File: src/rtl/user_gpio_evt_pkg.sv
// Shared definitions for the user GPIO event plugin: register map and reset constants.
package user_gpio_evt_pkg;

    typedef enum logic [3:0] {
        REG_IN        = 4'd0,
        REG_OUT       = 4'd1,
        REG_OUT_SET   = 4'd2,
        REG_OUT_CLR   = 4'd3,
        REG_OUT_TGL   = 4'd4,
        REG_RISE_EN   = 4'd5,
        REG_FALL_EN   = 4'd6,
        REG_EVENT     = 4'd7,
        REG_IRQ_MASK  = 4'd8,
        REG_FILTER    = 4'd9,
        REG_PULSE_LEN = 4'd10
    } reg_idx_e;

    localparam int unsigned NR_REGS    = 11;
    localparam int unsigned FILTER_RST = 4;
    localparam int unsigned PULSE_RST  = 0;

    function automatic int unsigned ceil_div(input int unsigned a, input int unsigned b);
        return (a + b - 1) / b;
    endfunction

endpackage

File: src/rtl/user_gpio_evt_filt.sv
// One GPIO input channel: two-flop synchroniser, glitch filter and registered edge detect.
module user_gpio_evt_filt #(
    parameter int unsigned FILT_W = 8
) (
    input  logic              clk,
    input  logic              nReset,
    input  logic              din,
    input  logic [FILT_W-1:0] filter_len,
    input  logic              rise_en,
    input  logic              fall_en,
    output logic              level,
    output logic              rise,
    output logic              fall
);

    logic              meta;
    logic              sync;
    logic [FILT_W-1:0] cnt_q;
    logic [FILT_W-1:0] cnt_d;
    logic              filt_d;

    // Level is accepted once sync has differed from it for filter_len+1 cycles.
    always_comb begin
        filt_d = level;
        cnt_d  = '0;
        if (sync != level) begin
            if (cnt_q >= filter_len) begin
                filt_d = sync;
            end else begin
                cnt_d = cnt_q + FILT_W'(1);
            end
        end
    end

    always_ff @(posedge clk or negedge nReset) begin
        if (!nReset) begin
            meta  <= 1'b0;
            sync  <= 1'b0;
            level <= 1'b0;
            cnt_q <= '0;
            rise  <= 1'b0;
            fall  <= 1'b0;
        end else begin
            meta  <= din;
            sync  <= meta;
            level <= filt_d;
            cnt_q <= cnt_d;
            rise  <= filt_d & ~level & rise_en;
            fall  <= ~filt_d & level & fall_en;
        end
    end

endmodule

File: src/rtl/user_gpio_evt.sv
// Register-mapped GPIO plugin with filtered edge events, masked irq, atomic output ops and pulse mode.
module user_gpio_evt
    import user_gpio_evt_pkg::*;
#(
    parameter int unsigned NR_CH   = 48,
    parameter int unsigned DATA_W  = 32,
    parameter int unsigned ADDR_W  = 8,
    parameter int unsigned FILT_W  = 8,
    parameter int unsigned PULSE_W = 16
) (
    input  logic              clk,
    input  logic              nReset,
    input  logic [ADDR_W-1:0] bus_addr,
    input  logic              bus_wr,
    input  logic              bus_rd,
    input  logic [DATA_W-1:0] bus_wdata,
    output logic [DATA_W-1:0] bus_rdata,
    output logic              bus_rd_valid,
    input  logic [NR_CH-1:0]  virtual_in,
    output logic [NR_CH-1:0]  virtual_out,
    output logic              irq
);

    localparam int unsigned NR_GRP = ceil_div(NR_CH, DATA_W);

    int unsigned       reg_num;
    int unsigned       grp;
    logic              reg_ok;
    reg_idx_e          reg_sel;
    logic              wr_out, wr_set, wr_clr, wr_tgl;
    logic              wr_rise, wr_fall, wr_event, wr_mask, wr_filter, wr_pulse;
    logic [NR_CH-1:0]  wvec, gmask, touch, bus_val, rd_vec;
    logic [NR_CH-1:0]  filt_vec, rise_vec, fall_vec, out_q;
    logic [NR_CH-1:0]  rise_en_q, fall_en_q, event_q, event_d, mask_q;
    logic [FILT_W-1:0] filter_q;
    logic [PULSE_W-1:0] pulse_len_q;
    logic [DATA_W-1:0] rd_bus, rd_scalar, rdata_c;

    // Word address splits into register index (major) and group (minor).
    always_comb begin
        reg_num   = 32'(bus_addr) / NR_GRP;
        grp       = 32'(bus_addr) % NR_GRP;
        reg_ok    = reg_num < NR_REGS;
        reg_sel   = reg_idx_e'(reg_num[3:0]);
        wr_out    = bus_wr && reg_ok && (reg_sel == REG_OUT);
        wr_set    = bus_wr && reg_ok && (reg_sel == REG_OUT_SET);
        wr_clr    = bus_wr && reg_ok && (reg_sel == REG_OUT_CLR);
        wr_tgl    = bus_wr && reg_ok && (reg_sel == REG_OUT_TGL);
        wr_rise   = bus_wr && reg_ok && (reg_sel == REG_RISE_EN);
        wr_fall   = bus_wr && reg_ok && (reg_sel == REG_FALL_EN);
        wr_event  = bus_wr && reg_ok && (reg_sel == REG_EVENT);
        wr_mask   = bus_wr && reg_ok && (reg_sel == REG_IRQ_MASK);
        wr_filter = bus_wr && reg_ok && (reg_sel == REG_FILTER) && (grp == 0);
        wr_pulse  = bus_wr && reg_ok && (reg_sel == REG_PULSE_LEN) && (grp == 0);
    end

    // Per-bit outcome of an output-register write; untouched bits keep running.
    always_comb begin
        touch   = '0;
        bus_val = out_q;
        if (wr_out) begin
            touch   = gmask;
            bus_val = wvec;
        end else if (wr_set) begin
            touch   = wvec;
            bus_val = '1;
        end else if (wr_clr) begin
            touch   = wvec;
            bus_val = '0;
        end else if (wr_tgl) begin
            touch   = wvec;
            bus_val = ~out_q;
        end
    end

    // A clearing write and a new edge in the same cycle leave the flag set.
    always_comb begin
        event_d = (event_q & ~(wr_event ? wvec : '0)) | rise_vec | fall_vec;
    end

    for (genvar i = 0; i < NR_CH; i++) begin : g_ch
        localparam int unsigned G = i / DATA_W;
        localparam int unsigned B = i % DATA_W;

        logic               out_bit, out_d;
        logic [PULSE_W-1:0] cnt_q, cnt_d;

        assign gmask[i] = (grp == G);
        assign wvec[i]  = (grp == G) && bus_wdata[B];

        user_gpio_evt_filt #(.FILT_W(FILT_W)) u_filt (
            .clk       (clk),
            .nReset    (nReset),
            .din       (virtual_in[i]),
            .filter_len(filter_q),
            .rise_en   (rise_en_q[i]),
            .fall_en   (fall_en_q[i]),
            .level     (filt_vec[i]),
            .rise      (rise_vec[i]),
            .fall      (fall_vec[i])
        );

        // Bus write beats expiry; a zero length turns the set into a plain level.
        always_comb begin
            out_d = out_bit;
            cnt_d = cnt_q;
            if (touch[i]) begin
                out_d = bus_val[i];
                cnt_d = bus_val[i] ? pulse_len_q : '0;
            end else if (cnt_q == PULSE_W'(1)) begin
                out_d = 1'b0;
                cnt_d = '0;
            end else if (cnt_q != '0) begin
                cnt_d = cnt_q - PULSE_W'(1);
            end
        end

        always_ff @(posedge clk or negedge nReset) begin
            if (!nReset) begin
                out_bit <= 1'b0;
                cnt_q   <= '0;
            end else begin
                out_bit <= out_d;
                cnt_q   <= cnt_d;
            end
        end

        assign out_q[i] = out_bit;
    end

    always_comb begin
        rd_vec    = '0;
        rd_scalar = '0;
        if (reg_ok) begin
            case (reg_sel)
                REG_IN:        rd_vec = filt_vec;
                REG_OUT:       rd_vec = out_q;
                REG_RISE_EN:   rd_vec = rise_en_q;
                REG_FALL_EN:   rd_vec = fall_en_q;
                REG_EVENT:     rd_vec = event_q;
                REG_IRQ_MASK:  rd_vec = mask_q;
                REG_FILTER:    if (grp == 0) rd_scalar = DATA_W'(filter_q);
                REG_PULSE_LEN: if (grp == 0) rd_scalar = DATA_W'(pulse_len_q);
                default:       rd_vec = '0;
            endcase
        end
    end

    // Group select for read data; bits past the last channel are tied low.
    for (genvar b = 0; b < DATA_W; b++) begin : g_rbit
        logic [NR_GRP-1:0] col;
        for (genvar g = 0; g < NR_GRP; g++) begin : g_rgrp
            localparam int unsigned GI = g;
            if (g * DATA_W + b < NR_CH) begin : g_used
                assign col[g] = (grp == GI) && rd_vec[g * DATA_W + b];
            end else begin : g_pad
                assign col[g] = 1'b0;
            end
        end
        assign rd_bus[b] = |col;
    end

    assign rdata_c     = rd_bus | rd_scalar;
    assign virtual_out = out_q;

    always_ff @(posedge clk or negedge nReset) begin
        if (!nReset) begin
            bus_rdata    <= '0;
            bus_rd_valid <= 1'b0;
            rise_en_q    <= '0;
            fall_en_q    <= '0;
            event_q      <= '0;
            mask_q       <= '0;
            filter_q     <= FILT_W'(FILTER_RST);
            pulse_len_q  <= PULSE_W'(PULSE_RST);
            irq          <= 1'b0;
        end else begin
            bus_rd_valid <= bus_rd;
            bus_rdata    <= bus_rd ? rdata_c : '0;
            if (wr_rise) rise_en_q <= (rise_en_q & ~gmask) | wvec;
            if (wr_fall) fall_en_q <= (fall_en_q & ~gmask) | wvec;
            if (wr_mask) mask_q    <= (mask_q & ~gmask) | wvec;
            if (wr_filter) filter_q <= bus_wdata[FILT_W-1:0];
            if (wr_pulse) pulse_len_q <= bus_wdata[PULSE_W-1:0];
            event_q <= event_d;
            irq     <= |(event_q & mask_q);
        end
    end

endmodule

File: config.mk
export PLATFORM = sky130hd
export DESIGN_NAME = user_gpio_evt
export DESIGN_NICKNAME = d
export VERILOG_FILES = /design/src/rtl/user_gpio_evt_pkg.sv /design/src/rtl/user_gpio_evt_filt.sv /design/src/rtl/user_gpio_evt.sv
export SDC_FILE = /design/constraint.sdc
export NUM_CORES = 2
export LEC_CHECK = 0
export CAP_MARGIN = 20
export CORE_MARGIN = 4
export CORE_UTILIZATION = 50
export CTS_CLUSTER_DIAMETER = 30
export DETAILED_ROUTE_END_ITERATION = 6
export HOLD_SLACK_MARGIN = 0.02
export PLACE_DENSITY = 0.69
export SLEW_MARGIN = 20
export SYNTH_ARGS = -nofsm -noshare
export SYNTH_HDL_FRONTEND = slang
export SYNTH_SLANG_ARGS = --single-unit
File: constraint.sdc
create_clock -name clk -period 3 [get_ports clk]
set_input_delay 0.6 -clock clk [delete_from_list [all_inputs] [get_ports clk]]
set_output_delay 0.6 -clock clk [all_outputs]
set_load 0.005 [all_outputs]
# After elaboration in Yosys (flattened, before gate mapping)
# Cells that the tools add are included.
[totals] reg_bits=1690 inputBits=92 out_inout_bits=82
[classes] n_addsub=96 order_cmp=49 n_eq_ne=106 n_mux=496 bitwise_logic=302 n_reduce_logical=272
[ops] op="$mux W16" n=194
[ops] op="$mux W8" n=97
[ops] op="$eq A16 B1 Y1 const B" n=48
[ops] op="$reduce_bool A16 Y1" n=48
[ops] op="$sub A16 B1 Y16 const B" n=48
[ops] op="$mux W48" n=10
[ops] op="$add A8 B1 Y8 const B" n=48
[ops] op="$ge A8 B8 Y1" n=48
[ops] op="$pmux W48 S6" n=1
[ops] op="$and A48 B48 Y48" n=5
[ops] op="$or A48 B48 Y48" n=5
[ops] op="$and A1 B1 Y1" n=192
[ops] op="$mux W1" n=192
[ops] op="$not A48 Y48" n=3
[ops] op="$reduce_bool A3 Y1" n=48
[ops] op="$logic_and A1 B1 Y1" n=109
[ops] op="$not A1 Y1" n=96
[ops] op="$reduce_bool A2 Y1" n=48
[ops] op="$ne A1 B1 Y1" n=48
[ops] op="$reduce_or A48 Y1" n=1
[ops] op="$logic_not A32 Y1" n=1
[ops] op="$mux W32" n=1
[ops] op="$or A32 B32 Y32" n=1
[ops] op="$pmux W16 S2" n=1
[ops] op="other kinds (7)" n=28

# Logic depth before layout (Yosys ltp)
[depth] depth_word=9 ltp_mapped=10 depth_no_buf=7

# Hierarchy
# A second synthesis with hierarchy kept.
[unflattened] cells_unflattened=10002 area_unflattened_um2=98150.4
[modules_own_cells] mod="user_gpio_evt" instances=1 cells_each=6354 area_per_inst_um2=59773.6 seq_area_each_um2=26676.8
[modules_own_cells] mod="user_gpio_evt_filt" instances=48 cells_each=76 area_per_inst_um2=799.5 seq_area_each_um2=325.3

# Worst setup path after synthesis
# OpenSTA, ideal clock, no wires.
[synth_path] path_kind="flip-flop to flip-flop" start="reg filter_q[0]" end="reg g_ch[0].u_filt.cnt_q[0]" arrival_ns=2.764 t_required_ns=2.875 setup_slack_ns=0.111 stages_incl_launch_ff=7 n_path_buf=0 synth_period_minus_slack_ns=2.889 cell_sequence="dfrtp_1 ha_1 nand2b_1 a21o_1 a21oi_1 o211ai_1 a2111oi_0"
[synth_between] elab_chain_len=3
[synth_lines] element="from (decl)" line_no="user_gpio_evt.sv:35" source="logic [FILT_W-1:0] filter_q;"
[synth_lines] element="from (signal assigned)" line_no="user_gpio_evt.sv:174" source="filter_q <= FILT_W'(FILTER_RST);"
[synth_lines] element="from (signal assigned)" line_no="user_gpio_evt.sv:183" source="if (wr_filter) filter_q <= bus_wdata[FILT_W-1:0];"
[synth_lines] element="$ge A8 B8 Y1" line_no="user_gpio_evt_filt.sv:27" source="if (cnt_q >= filter_len) begin"
[synth_lines] element="$mux W8" line_no="user_gpio_evt_filt.sv:27"
[synth_lines] element="$mux W8" line_no="user_gpio_evt_filt.sv:26" source="if (sync != level) begin"
[synth_lines] element="via g_ch[0].u_filt.cnt_d[0]" line_no="user_gpio_evt_filt.sv:19" source="logic [FILT_W-1:0] cnt_d;"
[synth_lines] element="to (signal assigned)" line_no="user_gpio_evt_filt.sv:47" source="cnt_q <= cnt_d;"
[synth_lines] element="to (decl)" line_no="user_gpio_evt_filt.sv:18" source="logic [FILT_W-1:0] cnt_q;"
# The timed path passes the listed nets, and every way through them passes these cells.
# A chain may end at the register's enable or synchronous reset.

# Worst setup path in the final report
[layout_path] start="reg g_ch[30].out_bit" end="out virtual_out[30]"
[layout_lines] element="from (decl)" line_no="user_gpio_evt.sv:85" source="logic out_bit, out_d;"
[layout_lines] element="from (signal assigned)" line_no="user_gpio_evt.sv:123" source="out_bit <= out_d;"
[layout_lines] element="to (decl)" line_no="user_gpio_evt.sv:20" source="output logic [NR_CH-1:0] virtual_out,"
# No word-level cell between the ends.

==> qor.txt <==
=================================================================================================
Total routing usage reported by global routing .....................................        31.2%
CP Launch Type .....................................................................     register
Maximum buffer depth of the clock tree .............................................            4
Fin. Hold Viols ....................................................................            0
Clock input transition at the sequential cells of the worst setup and hold paths ...        50 ps
Share of layout cells above drive strength 1 .......................................        16.0%
Count of max-cap constraint violations .............................................            0
Weighted congestion at the end of routability-driven global placement ..............        0.961
Path type of the worst setup path ..................................................      reg2out
Number of top-level pins ...........................................................          174
Most used flip-flop cell after synthesis ........................................... sky130_fd_sc_hd__dfrtp_1
Detailed-router iteration count before antenna repair ..............................            7
Number of cells on the worst reg-to-reg path .......................................            5
Routed Antenna Nets ................................................................            0
CTS Buf Count ......................................................................          420
Avg Synthesized Cell Area ..........................................................   9.69 sq um
Worst slew margin relative to its limit ............................................        27.1%
Data arrival, critical path ........................................................      2390 ps
Biggest area consumer among synthesized cells ...................................... sky130_fd_sc_hd__dfrtp_1
Reg power frac .....................................................................        33.1%
Width of the die ...................................................................       456 um
Leakage component of the power .....................................................      56.1 nW
Combined buffer and inverter count along the critical path .........................            1
Required time of the critical path .................................................      2400 ps
Area of the die ....................................................................  0.208 sq mm
Routed length per instance .........................................................      23.7 um
Number of distinct library cell variants in the gate-level netlist after synthesis .          104
Max frequency ......................................................................      334 MHz
Fraction of registers with async set or reset after synthesis ......................         100%
Max H-tree Level ...................................................................            5
Global-route wire length before repair .............................................    516000 um
Number of global-route vias before repair ..........................................        89000
EDFF count, synth ..................................................................            0
Cell-by-cell trace of the critical path ............................................ clkdlybuf4s50_1
Number of nets in the final layout .................................................        11800
Synthesis Warnings .................................................................            0
Placement row count ................................................................          164
Cell class contributing the biggest share of worst-path delay ...................... buffers and inverters
Power density cells ................................................................  827 mW/mm^2
Number of logic stages on the critical path including buffering ....................            1
VDD IR max .........................................................................   0.000580 V
Worst-Margin Slew ..................................................................      1090 ps
CP max FO ..........................................................................            4
Effective utilization at floorplan .................................................        50.2%
Failing checks ..................................................................... design-rule violations
CTS Root Buffer Type ............................................................... sky130_fd_sc_hd__clkbuf_16
CTS tree ...........................................................................          yes
Number of register bits inferred by synthesis ......................................         1690
Total congestion overflow after global routing .....................................            0
Synthesized netlist net count ......................................................        11000
Pwr Total ..........................................................................       104 mW
Endpoint type of the worst setup path ..............................................  output port
Worst-case hold slack ..............................................................      78.2 ps
Area growth syn-to-layout ..........................................................        25.0%
Synth Instances ....................................................................        10300
Pins over their slew limit .........................................................            0
Count of routing violations after the opening detailed-route iteration .............         8646
Cell-internal power ................................................................      71.4 mW
Final HPWL from detailed placement .................................................    227000 um
Vert. Die Dim ......................................................................       456 um
Initial antenna violation count ....................................................           22
Clk Latency, worst-skew pair .......................................................       990 ps
Longest individual stage delay on the worst path ...................................       750 ps
Run status ......................................................................... finished with violations
Part of the power in the clock network .............................................        45.2%
Post-synthesis cell area ...........................................................  0.100 sq mm
Post-synthesis sequential area ratio ...............................................        42.2%
Fraction of power spent switching nets .............................................        31.0%
Total Routed Length ................................................................    336000 um
Minimum clock period ...............................................................      2990 ps
Pin count of the biggest net entering global routing ...............................          115
Max stage delay cell, worst path ................................................... sky130_fd_sc_hd__clkdlybuf4s50_1
Post-route clock skew ..............................................................      76.8 ps
Type of the most critical hold path ................................................       in2reg
Yosys top cell area share ..........................................................        42.2%
Residual DRC .......................................................................           10
Final period util ..................................................................        99.7%
Final-layout fill cell count .......................................................        15600
Net load switching power ...........................................................      32.1 mW
Hold Path Depth ....................................................................            1
Final cell utilization of the core .................................................        62.8%
Ranking of synthesized cells by area ............................................... sky130_fd_sc_hd__dfrtp_1 42%, sky130_fd_sc_hd__ha_1 7.2%, sky130_fd_sc_hd__xnor2_1 5.6%, sky130_fd_sc_hd__nor2_1 3.4%, sky130_fd_sc_hd__nand2_1 3.4%
Number of port buffers .............................................................          173
Via count ..........................................................................        89500
Total number of clock tree sinks ...................................................         1690
Top-count cell post-synth .......................................................... sky130_fd_sc_hd__dfrtp_1
Commonest cells in the netlist ..................................................... 1689 x sky130_fd_sc_hd__dfrtp_1, 918 x sky130_fd_sc_hd__nor2_1, 914 x sky130_fd_sc_hd__nand2_1
Comb power frac ....................................................................        21.7%
Final number of setup-violating endpoints ..........................................            0
Vias/cell ..........................................................................         6.32
Core region area ...................................................................  0.199 sq mm
Unrepaired setup endpoints after global routing ....................................        false
=================================================================================================
-- cells in the final DEF, fill, tap and decap left out, drive strengths merged, types with 306 or more instances in the layout --
cell and count:
dfrtp 1689, nor2 921, nand2 921, buf 738, xnor2 639, a21oi 589, ha 576, clkbuf 509
nand3 471, a22oi 307, inv 306
-- worst paths after layout --
kind                                           start                       end  slack [ps]
worst max-delay path                g_ch[30].out_bit           virtual_out[30]          10
worst min-delay path                  virtual_in[44]      g_ch[44].u_filt.meta          80
worst max register to register    g_ch[18].cnt_q[10]        g_ch[18].cnt_q[13]          80
worst min register to register  g_ch[40].u_filt.meta      g_ch[40].u_filt.sync         330
max in group asynchronous                     nReset  g_ch[24].u_filt.cnt_q[7]        1620
min in group asynchronous                     nReset                 async pin         230
-- cell families (layout without fill, tap and decap cells) --
group	after synthesis	in the layout	synth area share [%]
AO/OA/AOI/OAI	2466	2466	18.1
XOR/XNOR	882	882	7.71
adder cells (fa/ha/maj)	576	576	7.19
multiplexers	234	234	2.55
AND/OR/NAND/NOR	3670	3670	18.6
other	0	11	0
buffers and inverters	823	1963	3.70
flip-flops	1690	1690	42.2
-- state kept, by name, indices dropped and copies added, names as in the netlist, 32 cells and up, named ones only --
signal             count
bus_rdata             32
event_q               48
g_ch.cnt_q           768
g_ch.out_bit          48
g_ch.u_filt.cnt_q    384
g_ch.u_filt.fall      48
g_ch.u_filt.level     48
g_ch.u_filt.meta      48
g_ch.u_filt.rise      48
g_ch.u_filt.sync      48
-- metrics by stage --
step                TNS, ps  cell area (sq um)  setup WS (ps)  instances
CTS                       0             125000           3.78      14100
detailed placement  -308950             110000           -500      13400
finish                    0             125000           10.3      14100
global route              0             125000          0.448      14100
global placement    -283450             110000           -439      13400
floorplan                 0             100000            111      10300
-- power by group through the flow --
stage | clock network, mW | registers (mW) | logic, mW
after floorplan | 0 | 32.7 | 17.0
after global placement | 0 | 33.9 | 20.9
after detailed placement | 0 | 34.3 | 21.9
after CTS | 47.2 | 34.1 | 22.3
after global routing | 48.5 | 35.0 | 25.1
final | 46.8 | 34.3 | 22.4
-- timing repair --
| item | CTS | global route |
|---|---|---|
| gates resized for setup | 6 | 0 |
| pin swaps | 0 | 1 |
| setup buffers | 0 | 1 |
| endpoints found under the hold margin | 250 | 0 |
| endpoints found under the setup margin | 6 | 4 |
| hold buffers | 10 | 0 |
-- routing by layer --
layer	global-route usage [%]	wire length, um	vias up
met5	0	13	-
met4	21.9	27000	2
met3	6.11	26600	1126
met2	48.5	151000	3976
met1	39.3	132000	44300
li1	-	-	40100
-- final cells by class --
class	instances	area [sq um]	share of cell area (%)
sequential	1690	42300	33.8
inverter	290	1100	0.876
timing repair buffer	916	9410	7.51
multi-input combinational	7828	54400	43.4
antenna	11	27.5	0.0220
clock buffer	509	11500	9.14
tap	2656	3320	2.65
clock inverter	248	3220	2.57
Power figures use the tool's default switching activity.
